[config.mk]
export PLATFORM = sky130hd
export DESIGN_NAME = pwm_fade_engine
export DESIGN_NICKNAME = d
export VERILOG_FILES = /design/src/rtl/pwm_pkg.sv /design/src/rtl/fade_channel.sv /design/src/rtl/pwm_fade_engine.sv
export SDC_FILE = /design/constraint.sdc
export NUM_CORES = 1
export LEC_CHECK = 0
export ABC_AREA = 1
export BUFFER_PORTS_ARGS = -buffer_cell sky130_fd_sc_hd__buf_2
export CAP_MARGIN = 25
export CORE_MARGIN = 5
export CORE_UTILIZATION = 30
export DETAILED_ROUTE_END_ITERATION = 6
export PLACE_DENSITY = 0.53
export SYNTH_ARGS = -nofsm -noshare
export SYNTH_HDL_FRONTEND = slang
export SYNTH_HIERARCHICAL = 1
export SYNTH_SLANG_ARGS = --single-unit
[constraint.sdc]
create_clock -name clk -period 2.9 [get_ports clk]
set_clock_uncertainty 0.15 [all_clocks]
set_input_delay 0.145 -clock clk [delete_from_list [all_inputs] [get_ports clk]]
set_output_delay 0.145 -clock clk [all_outputs]
set_load 0.02 [all_outputs]
[src/rtl/pwm_pkg.sv]
// Shared definitions for the PWM fade engine: waveform mode encodings and
// triangle direction values.
package pwm_pkg;

    typedef enum logic [1:0] {
        MODE_HOLD  = 2'b00,
        MODE_TRI   = 2'b01,
        MODE_SAWUP = 2'b10,
        MODE_SAWDN = 2'b11
    } mode_e;

    localparam logic DIR_UP   = 1'b0;
    localparam logic DIR_DOWN = 1'b1;

endpackage

[src/rtl/fade_channel.sv]
// One fade channel: level/direction registers, waveform step arithmetic with
// load priority, and the registered PWM compare.
module fade_channel
    import pwm_pkg::*;
#(
    parameter int WIDTH = 8
) (
    input  logic             clk,
    input  logic             rst,
    input  logic             upd,
    input  logic [1:0]       mode,
    input  logic [WIDTH-1:0] step,
    input  logic             ld,
    input  logic [WIDTH-1:0] ld_val,
    input  logic [WIDTH-1:0] pwm_cnt,
    output logic [WIDTH-1:0] lvl,
    output logic             pwm
);

    localparam logic [WIDTH-1:0] MAX = '1;

    logic [WIDTH-1:0] lvl_reg, lvl_next;
    logic             dir_reg, dir_next;
    logic             pwm_reg;
    logic [WIDTH:0]   sum;

    // One extra bit so the triangle peak test cannot be fooled by wrap-around.
    assign sum = {1'b0, lvl_reg} + {1'b0, step};

    always_comb begin
        lvl_next = lvl_reg;
        dir_next = dir_reg;
        if (ld) begin
            lvl_next = ld_val;
            dir_next = DIR_UP;
        end else if (upd && (step != '0)) begin
            case (mode_e'(mode))
                MODE_TRI: begin
                    if (dir_reg == DIR_UP) begin
                        if (sum >= {1'b0, MAX}) begin
                            lvl_next = MAX;
                            dir_next = DIR_DOWN;
                        end else begin
                            lvl_next = sum[WIDTH-1:0];
                        end
                    end else begin
                        if (lvl_reg <= step) begin
                            lvl_next = '0;
                            dir_next = DIR_UP;
                        end else begin
                            lvl_next = lvl_reg - step;
                        end
                    end
                end
                MODE_SAWUP: lvl_next = lvl_reg + step;
                MODE_SAWDN: lvl_next = lvl_reg - step;
                default:    lvl_next = lvl_reg;
            endcase
        end
    end

    always_ff @(posedge clk or posedge rst) begin
        if (rst) begin
            lvl_reg <= '0;
            dir_reg <= DIR_UP;
            pwm_reg <= 1'b0;
        end else begin
            lvl_reg <= lvl_next;
            dir_reg <= dir_next;
            pwm_reg <= (pwm_cnt < lvl_reg);
        end
    end

    assign lvl = lvl_reg;
    assign pwm = pwm_reg;

endmodule

[src/rtl/pwm_fade_engine.sv]
// Multi-channel brightness fade generator: shared prescaler and PWM counter,
// load decode, and CH fade_channel instances packed onto the outputs.
module pwm_fade_engine
    import pwm_pkg::*;
#(
    parameter int WIDTH = 8,
    parameter int CH    = 3,
    parameter int DIV   = 1000000,
    localparam int CHW  = (CH > 1) ? $clog2(CH) : 1,
    localparam int PW   = $clog2(DIV)
) (
    input  logic                clk,
    input  logic                rst,
    input  logic                en,
    input  logic [1:0]          mode,
    input  logic [WIDTH-1:0]    step,
    input  logic [CH-1:0]       ch_en,
    input  logic                load,
    input  logic [CHW-1:0]      load_ch,
    input  logic [WIDTH-1:0]    load_val,
    output logic [CH*WIDTH-1:0] level,
    output logic [CH-1:0]       pwm_out,
    output logic                tick
);

    logic [PW-1:0]    pcnt_reg;
    logic [WIDTH-1:0] pwm_cnt_reg;
    logic             tick_reg;
    logic             wrap;

    // Levels advance on the same edge that raises tick, so the new level and
    // the tick pulse appear together.
    assign wrap = en && (pcnt_reg == PW'(DIV - 1));

    always_ff @(posedge clk or posedge rst) begin
        if (rst) begin
            pcnt_reg    <= '0;
            pwm_cnt_reg <= '0;
            tick_reg    <= 1'b0;
        end else begin
            pwm_cnt_reg <= pwm_cnt_reg + 1'b1;
            tick_reg    <= wrap;
            if (en) begin
                pcnt_reg <= wrap ? '0 : pcnt_reg + 1'b1;
            end
        end
    end

    assign tick = tick_reg;

    generate
        for (genvar gi = 0; gi < CH; gi++) begin : g_ch
            logic             ld_hit;
            logic [WIDTH-1:0] ch_lvl;
            logic             ch_pwm;

            // Out-of-range channel numbers match no instance and are dropped.
            assign ld_hit = load && (load_ch == CHW'(gi));

            fade_channel #(
                .WIDTH (WIDTH)
            ) u_ch (
                .clk     (clk),
                .rst     (rst),
                .upd     (wrap && ch_en[gi]),
                .mode    (mode),
                .step    (step),
                .ld      (ld_hit),
                .ld_val  (load_val),
                .pwm_cnt (pwm_cnt_reg),
                .lvl     (ch_lvl),
                .pwm     (ch_pwm)
            );

            assign level[gi*WIDTH +: WIDTH] = ch_lvl;
            assign pwm_out[gi]              = ch_pwm;
        end
    endgenerate

endmodule

=== Word-level counts from Yosys, hierarchy flattened ===
Index checks and enable logic that the tools add are counted.

* $mul: 0
* Shifts and indexed selects: 0
* Reductions and logical operators: 27
* Bitwise operators: 0
* Equal/unequal tests: 6
* Add/subtract/negate cells: 11
* Mux-type cells: 37
* Divide/modulo/power cells: 0
* Order comparisons: 9

{| class="wikitable"
|+ Operators by type and width
! operator !! number
|-
| $mux W8 || 15
|-
| $pmux W8 S3 || 3
|-
| $add A8 B8 Y9 || 3
|-
| $ge A9 B8 Y1 const B || 3
|-
| $add A8 B8 Y8 || 3
|-
| $le A8 B8 Y1 || 3
|-
| $lt A8 B8 Y1 || 3
|-
| $sub A8 B8 Y8 || 3
|-
| $add A20 B1 Y20 const B || 1
|-
| $eq A20 B20 Y1 const B || 1
|-
| $mux W20 || 1
|-
| $mux W1 || 18
|-
| $reduce_and A2 Y1 || 6
|-
| $reduce_bool A2 Y1 || 6
|-
| $reduce_bool A4 Y1 || 3
|-
| $logic_and A1 B1 Y1 || 10
|-
| $add A8 B1 Y8 const B || 1
|-
| $reduce_bool A8 Y1 || 1
|-
| $eq A2 B2 Y1 const B || 3
|-
| $eq A2 B1 Y1 const B || 2
|-
| $logic_not A2 Y1 || 1
|}

* Register bits after elaboration: 59
* Memory bits (read-only): 0
* Logic and storage cells: 102
* Latch bits: 0
* Memories: 0
* Memory bits (writable): 0
* Input bits: 27

=== Depth between registers and ports, before layout ===
Gate-level depths: netlist (run 1).

* Word-level depth: 7
* Mapped depth: 17
* Depth with buffers taken out: 16

=== Modules after synthesis ===
Netlist (run 1), hierarchy kept.

{| class="wikitable"
|+ Modules (own cells, without submodules)
! module !! cells each !! times used !! area an instance (µm²)
|-
| fade_channel at g_ch[0].u_ch ... || 270 || 2 || 1719.1
|-
| fade_channel at g_ch[1].u_ch || 291 || 1 || 1809.2
|-
| pwm_fade_engine || 206 || 1 || 1627.8
|}

=== Worst setup path before layout (run 1) ===
Ideal clock, no wire load.

* Path type: register to register
* Start point: register g_ch[2].u_ch.lvl_reg[0]
* End point: register g_ch[2].u_ch.lvl_reg[7]
* Library setup time: 0.123 ns
* Clock period less this slack: 2.224 ns
* Path buffers: 0
* Stages on the path, launching flop included: 13
* Data arrival time: 1.951 ns
* Data required time: 2.627 ns
* Slack: 0.676 ns
* Path through: dfrtp_1 -> ha_1 -> fa_1 -> nand3_1 -> nand2_1 -> nand2_1 -> nor3_1 -> nor2_2 -> nand2_1 -> nand2_1 -> nand3_1 -> a21oi_1 -> o21ai_1

* Longest elaborated chain between the ends: 7

{| class="wikitable"
|+ RTL lines
! what !! RTL line !! source
|-
| from (decl) || fade_channel.sv:22 || <nowiki>logic [WIDTH-1:0] lvl_reg, lvl_next;</nowiki>
|-
| from (signal assigned) || fade_channel.sv:68 || <nowiki>lvl_reg <= lvl_next;</nowiki>
|-
| $add A8 B8 Y9 || fade_channel.sv:28 || <nowiki>assign sum = {1'b0, lvl_reg} + {1'b0, step};</nowiki>
|-
| $ge A9 B8 Y1 || fade_channel.sv:40 || <nowiki>if (sum >= {1'b0, MAX}) begin</nowiki>
|-
| $mux W8 || fade_channel.sv:40 ||
|-
| $mux W8 || fade_channel.sv:39 || <nowiki>if (dir_reg == DIR_UP) begin</nowiki>
|-
| $pmux W8 S3 * || fade_channel.sv:37 || <nowiki>case (mode_e'(mode))</nowiki>
|-
| $mux W8 * || fade_channel.sv:36 || <nowiki>end else if (upd && (step != '0)) begin</nowiki>
|-
| $mux W8 * || fade_channel.sv:33 || <nowiki>if (ld) begin</nowiki>
|}

Every way passes the cells marked *; elsewhere a longest branch is shown, timed or not. The select of a mux whose other input is x is not followed.
A chain may end at the register's enable or synchronous reset.

=== Worst setup path after layout (run 1) ===
* Start point: register g_ch[0].u_ch.lvl_reg[0]
* End point: register g_ch[0].u_ch.lvl_reg[5]

* Longest elaborated chain between the ends: 7

{| class="wikitable"
|+ RTL lines
! what !! RTL line
|-
| from (decl) || fade_channel.sv:22
|-
| from (signal assigned) || fade_channel.sv:68
|-
| $add A8 B8 Y9 || fade_channel.sv:28
|-
| $ge A9 B8 Y1 || fade_channel.sv:40
|-
| $mux W8 || fade_channel.sv:40
|-
| $mux W8 || fade_channel.sv:39
|-
| $pmux W8 S3 * || fade_channel.sv:37
|-
| $mux W8 * || fade_channel.sv:36
|-
| $mux W8 * || fade_channel.sv:33
|}

Marks and branches as above.

==> flow_metrics.tcl, run 1 <==
set metrics [dict create \
    numCtsBuffers 9 \
    dr_total_vias 6595 \
    cts_setup_buffers 0 \
    floorplan.initialDensity 0.305 \
    synth_top_area_cell "dfrtp_1" \
    portBuffers 54 \
    cpMostUsedCell "nand2_1" \
    synth_flop_cell "dfrtp_1" \
    async_flop_share 1.00 \
    cts_tree "yes" \
    synthTopCellsByCount "nand2_1, inv_1, nor2_1" \
    yosys-top-cells-area "dfrtp_1, ha_1, nand2_1, inv_1, nand3_1" \
    cap_violations 0 \
    wl_per_cell_um 15.0 \
    met2_usage 0.272 \
    core.rowCount 55 \
    cts.sinks 59 \
    fin_crit_sh 0.898 \
    power_leakage_nw 4.30 \
    floorplan.die.height_um 161 \
    path_clk_slew_ns 0.06 \
    ant_nets 0 \
    viasPerCell 4.78 \
    grt_pass1_vias 6601 \
    required_ns 2.96 \
    path_cells "inv_1 > ha_1 > inv_1 > fa_1 > a21oi_1 > o21ai_0 > nand3_1 > nand2_1 > nand2_1 > nand3_1 > nand2_1 > o21ai_1" \
    dp_hpwl_um 17100 \
    rsz0062_at_grt "no" \
    register_area_mm2 0.00148 \
    clk_path_buf_depth 2 \
    finalSetupViolCount 0 \
    synth_seq_area_share 0.215 \
    grt_util_met1 0.211 \
    final-hold-violation-count 0 \
    first_pass_iters 5 \
    synth_edf_count 0 \
    dieArea_mm2 0.0260 \
    synth_nets 1150 \
    critical_path_class "reg2reg" \
    fin_setup_tns_ns 0 \
    grt_use_total 0.160 \
    nNetsFinal 1204 \
    largest_reg_flops 24 \
    fmax_mhz 384 \
    cp_slowest_cell "dfrtp_1" \
    grt_max_degree 30 \
    hp-class "in2reg" \
    grt-ovfl-total 0 \
    regToRegSetupSlack_ns 0.29 \
    drive_gt1_frac 0.139 \
    synthCells 1037 \
    drt-total-wl_um 20700 \
    ctsResizeCount 0 \
    ys_seq_elements 59 \
    min_period_ns 2.61 \
    multi_input_area_mm2 0.00459 \
    powerDensity_mw_per_mm2 816 \
    slew_viol_final 0 \
    critPathArrivalTime_ns 2.66 \
    max-slew-margin-rel 0.539 \
    postLayoutCellArea_mm2 0.00774 \
    placed_cell_area_mm2 0.00740 \
    max_stage_delay_ns 0.43 \
    ys_warn_count 6 \
    worstMarginPinSlew_ns 0.688 \
    route.detailed.drc 0 \
    use_met3 0.0291 \
    total_power_mw 6.31 \
    top_usage_layer "met2" \
    yosysMostFrequentCell "nand2_1" \
    syn_area_mm2 0.00688 \
    synthToLayoutAreaGrowth_pct 12.6 \
    die_x_um 161 \
    syn_avg_cell_area_um2 6.63 \
    drt_iter0_drc 388 \
    clock_latency_ns 0.33 \
    num_io_pins 55 \
    synth_cell_types 44 \
    grt_pass1_wl_um 33800 \
    n_antenna_cell 0 \
    antenna_found_initial 0 \
    gp_congestion 0.895 \
    yosys.area.top_type_share 0.215 \
    crit_path_start_kind "register" \
    status "finished, final reports clean" \
    core_area_mm2 0.0226 \
    path_max_fanout 5 \
    htreeDepth 3 \
    critPathCaptureType "register" \
    vdd_drop_max_uv 253 \
    cts_root_buf "clkbuf_16" \
    nFillCells 2532 \
]
-- per-stage QoR --
stage               std cells  hold WS (ns)  utilization  worst slack, ns
finish                   1381       0.00217        0.343            0.295
global route             1381        0.0167        0.343           0.0864
CTS                      1381      0.000125        0.343            0.302
detailed placement       1364        0.0824        0.328            0.314
global placement         1364        0.0845        0.328            0.295
floorplan                1037        -0.165            -            0.676
-- power by group --
part / total [mW] / internal, mW / switching [mW]
Sequential: 1.31 / 1.03 / 0.282
Clock: 1.18 / 0.775 / 0.403
Combinational: 3.82 / 1.36 / 2.46
-- area by class of cell --
cell class	count	share of cell area
well taps	285	0.0461
flip-flops and latches	59	0.191
clock inverters	6	0.0115
repair buffers	65	0.0459
clock buffers	10	0.0309
inverters	169	0.0821
multi-input cells	787	0.593
-- placed cells by master, fill, tap and decap left out, drive strengths merged, types with 3 or more instances in the layout --
master and n:
nand3 93, a21oi 50, nand4 28, xor2 30, a31oi 7, dfrtp 59, o21ai 31, ha 80
and2 4, fa 6, nor3 14, xnor2 4, o21bai 6, inv 166, a21o 3, o21a 5
clkbuf 10, nand2 280, clkinv 5, buf 64, nor4 4, nor2 129, o211ai 3
-- worst max-delay path: cells and delay by family, from the launching register on --
| family | cells | cell delay (ns) |
|---|---|---|
| simple gates | 5 | 0.63 |
| compound gates | 3 | 0.57 |
| fa+ha+maj | 2 | 0.55 |
| flops | 1 | 0.43 |
| buf+inv | 2 | 0.16 |
-- cells by family (layout without fill, tap and decap cells) --
logic type | Yosys count | after routing | synth area share
AND/OR/NAND/NOR | 557 | 557 | 0.366
buffers and inverters | 191 | 250 | 0.118
flip-flops | 59 | 59 | 0.215
XOR/XNOR | 34 | 34 | 0.0433
adder cells (fa/ha/maj) | 86 | 86 | 0.163
AO/OA/AOI/OAI | 110 | 110 | 0.0944
-- layer usage --
metal,wire length (µm),part of all wire,up-vias
met5,0,0,-
met4,285,0.014,0
met3,889,0.043,20
met2,9770,0.47,131
met1,9770,0.47,3030
li1,-,-,3414
-- path summary, 6_finish.rpt --
check                           depth (start not counted)                             from                         endpoint
worst max register to register                         12  g_ch[0].u_ch/lvl[0]$_DFFE_PP0P_  g_ch[0].u_ch/lvl[5]$_DFFE_PP0P_
min in group asynchronous                               3                              rst       g_ch[2].u_ch/pwm$_DFF_PP0_
max in group asynchronous                               4                              rst         pwm_cnt_reg[2]$_DFF_PP0_
worst max-delay path                                   12  g_ch[0].u_ch/lvl[0]$_DFFE_PP0P_  g_ch[0].u_ch/lvl[5]$_DFFE_PP0P_
worst min-delay path                                    3                               en          pcnt_reg[0]$_DFFE_PP0P_
worst min register to register                          1          pcnt_reg[4]$_DFFE_PP0P_          pcnt_reg[4]$_DFFE_PP0P_
-- timing repair --
action | 4_1_cts | 5_1_grt
hold endpoints to repair | 59 | 0
hold buffers | 1 | 0
setup endpoints to repair | 0 | 0
(Power assumes the default switching activity.)
==> run 2: changes to the inputs <==
- CORE_MARGIN: 5 -> 1
- CTS_CLUSTER_DIAMETER: not set -> 100
- RECOVER_POWER: not set -> 25
==> run 2 against run 1 <==
Effect of this change:
- the flow now finishes with violations (max-capacitance violations, max-slew violations)
- cell area fell by 0.52%
- via count rose by 1.3%
- clock-buffer cell count did not move
- total power fell by 1.8%
- critical path type unchanged
- critical endpoint is now g_ch[2].u_ch/lvl[5]$_DFFE_PP0P_
- highest routed layer unchanged
==> flow_metrics.tcl, run 2 (synthesis gave the netlist of run 1 again) <==
set metrics [dict create \
    dr_total_vias 6683 \
    core.rowCount 55 \
    hp-class "in2reg" \
    grt-ovfl-total 0 \
    ctsResizeCount 0 \
    finalSetupViolCount 0 \
    total_power_mw 6.20 \
    cts_tree "yes" \
    cap_violations 1 \
    htreeDepth 3 \
    setup_slack_ns 0.312 \
    final_cells 1380 \
    postLayoutCellArea_mm2 0.00770 \
    max_stage_delay_ns 0.43 \
    ant_nets 0 \
    route.detailed.drc 0 \
    synthToLayoutAreaGrowth_pct 12.0 \
    power_leakage_nw 4.29 \
    portBuffers 54 \
    fin_util 0.341 \
    drive_gt1_frac 0.136 \
    die_x_um 153 \
    cpMostUsedCell "nand2_1" \
    worstMarginPinSlew_ns 1.62 \
    whs_ns 0.00713 \
    clock_latency_ns 0.33 \
    violations "max-capacitance violations, max-slew violations" \
    nNetsFinal 1204 \
    n_antenna_cell 0 \
    fmax_mhz 386 \
    mostFrequentLayoutCell "nand2_1" \
    cts.sinks 59 \
    slew_viol_final 30 \
    path_clk_slew_ns 0.06 \
    path_max_fanout 5 \
    clk_path_buf_depth 2 \
    nFillCells 2467 \
    gp_congestion 0.891 \
    min_period_ns 2.59 \
    antenna_found_initial 0 \
    floorplan.initialDensity 0.305 \
    floorplan.die.height_um 153 \
    crit_path_start_kind "register" \
    powerDensity_mw_per_mm2 805 \
    dieArea_mm2 0.0235 \
    dp_hpwl_um 16900 \
    num_io_pins 55 \
    critical_path_class "reg2reg" \
    status "finished, violations left" \
    core_area_mm2 0.0226 \
    required_ns 2.96 \
    numCtsBuffers 9 \
    drt_iter0_drc 339 \
    grt_max_degree 30 \
    grt_pass1_wl_um 34000 \
    path_cells "inv_1 > ha_1 > inv_1 > fa_1 > a21oi_1 > o21ai_0 > nand3_1 > nand2_1 > nand2_1 > nand3_1 > nand2_1 > o21ai_1" \
    placed_cell_area_mm2 0.00740 \
    wl_per_cell_um 15.0 \
    max-slew-margin-rel -0.0832 \
    grt_pass1_vias 6501 \
    vdd_drop_max_uv 255 \
    drt-total-wl_um 20700 \
    cts_root_buf "clkbuf_16" \
    dp_slack_ns 0.294 \
    rsz0062_at_grt "no" \
    viasPerCell 4.84 \
    critPathArrivalTime_ns 2.65 \
    cts_setup_buffers 0 \
    dp_cells 1364 \
    grt_use_total 0.182 \
    first_pass_iters 5 \
    critPathCaptureType "register" \
    cp_slowest_cell "dfrtp_1" \
    fin_crit_sh 0.892 \
    final_cell_mix "nand2_1, inv_1, nor2_1" \
    fin_setup_tns_ns 0 \
    largest_reg_flops 24 \
    final-hold-violation-count 0 \
]
## run 2: cell types whose count changed in the layout (fill, tap and decap cells not counted)
cell	change
buf_2	-1
buf_4	-1
bufinv_16	-1
clkbuf_1	+2
clkinv_2	+2
clkinvlp_4	-2
## run 2: timing repair
| item | in CTS | in global routing |
|---|---|---|
| hold buffers | 1 | 0 |
| endpoints found under the setup margin | 0 | 0 |
| endpoints found under the hold margin | 59 | 0 |
## run 2: final timing paths
path / depth (start not counted) / start / slack (ns) / end
setup / recovery: 12 / g_ch[2].u_ch/lvl[0]$_DFFE_PP0P_ / 0.31 / g_ch[2].u_ch/lvl[5]$_DFFE_PP0P_
hold / removal: 3 / en / 0.007 / pcnt_reg[1]$_DFFE_PP0P_
setup reg to reg: 12 / g_ch[2].u_ch/lvl[0]$_DFFE_PP0P_ / 0.31 / g_ch[2].u_ch/lvl[5]$_DFFE_PP0P_
hold reg to reg: 1 / pcnt_reg[4]$_DFFE_PP0P_ / 0.39 / pcnt_reg[4]$_DFFE_PP0P_
max in group asynchronous: 4 / rst / 0.74 / pwm_cnt_reg[3]$_DFF_PP0_
min in group asynchronous: 3 / rst / 0.35 / g_ch[0].u_ch/lvl[0]$_DFFE_PP0P_
## run 2: where the power goes
| group | leakage [nW] | switching, mW | total (mW) | internal, mW |
|---|---|---|---|---|
| combinational | 3.42 | 2.46 | 3.82 | 1.36 |
| clock | 0.148 | 0.386 | 1.07 | 0.680 |
| sequential | 0.720 | 0.279 | 1.31 | 1.03 |
| total | 4.29 | 3.13 | 6.20 | 3.07 |
## run 2: metal layers
layer  global-route usage  wire (µm)
met5                    0          0
met1                0.245       9890
met3               0.0215        798
met4               0.0576        421
met2                0.304       9620
## run 2: critical path, delay by kind of cell (launching register included)
kind	cells	cell delay (ns)
compound gates	3	0.55
buf+inv	2	0.19
fa+ha+maj	2	0.55
simple gates	5	0.60
flops	1	0.43
## run 2: cell type report
| type | count | area (µm²) | share of cell area |
|---|---|---|---|
| Clock buffer | 10 | 239 | 0.0310 |
| Clock inverter | 5 | 53.8 | 0.00699 |
| Inverter | 169 | 636 | 0.0826 |
| Multi-Input combinational cell | 787 | 4590 | 0.596 |
| Sequential cell | 59 | 1480 | 0.192 |
| Tap cell | 285 | 357 | 0.0463 |
| Timing Repair Buffer | 65 | 350 | 0.0455 |
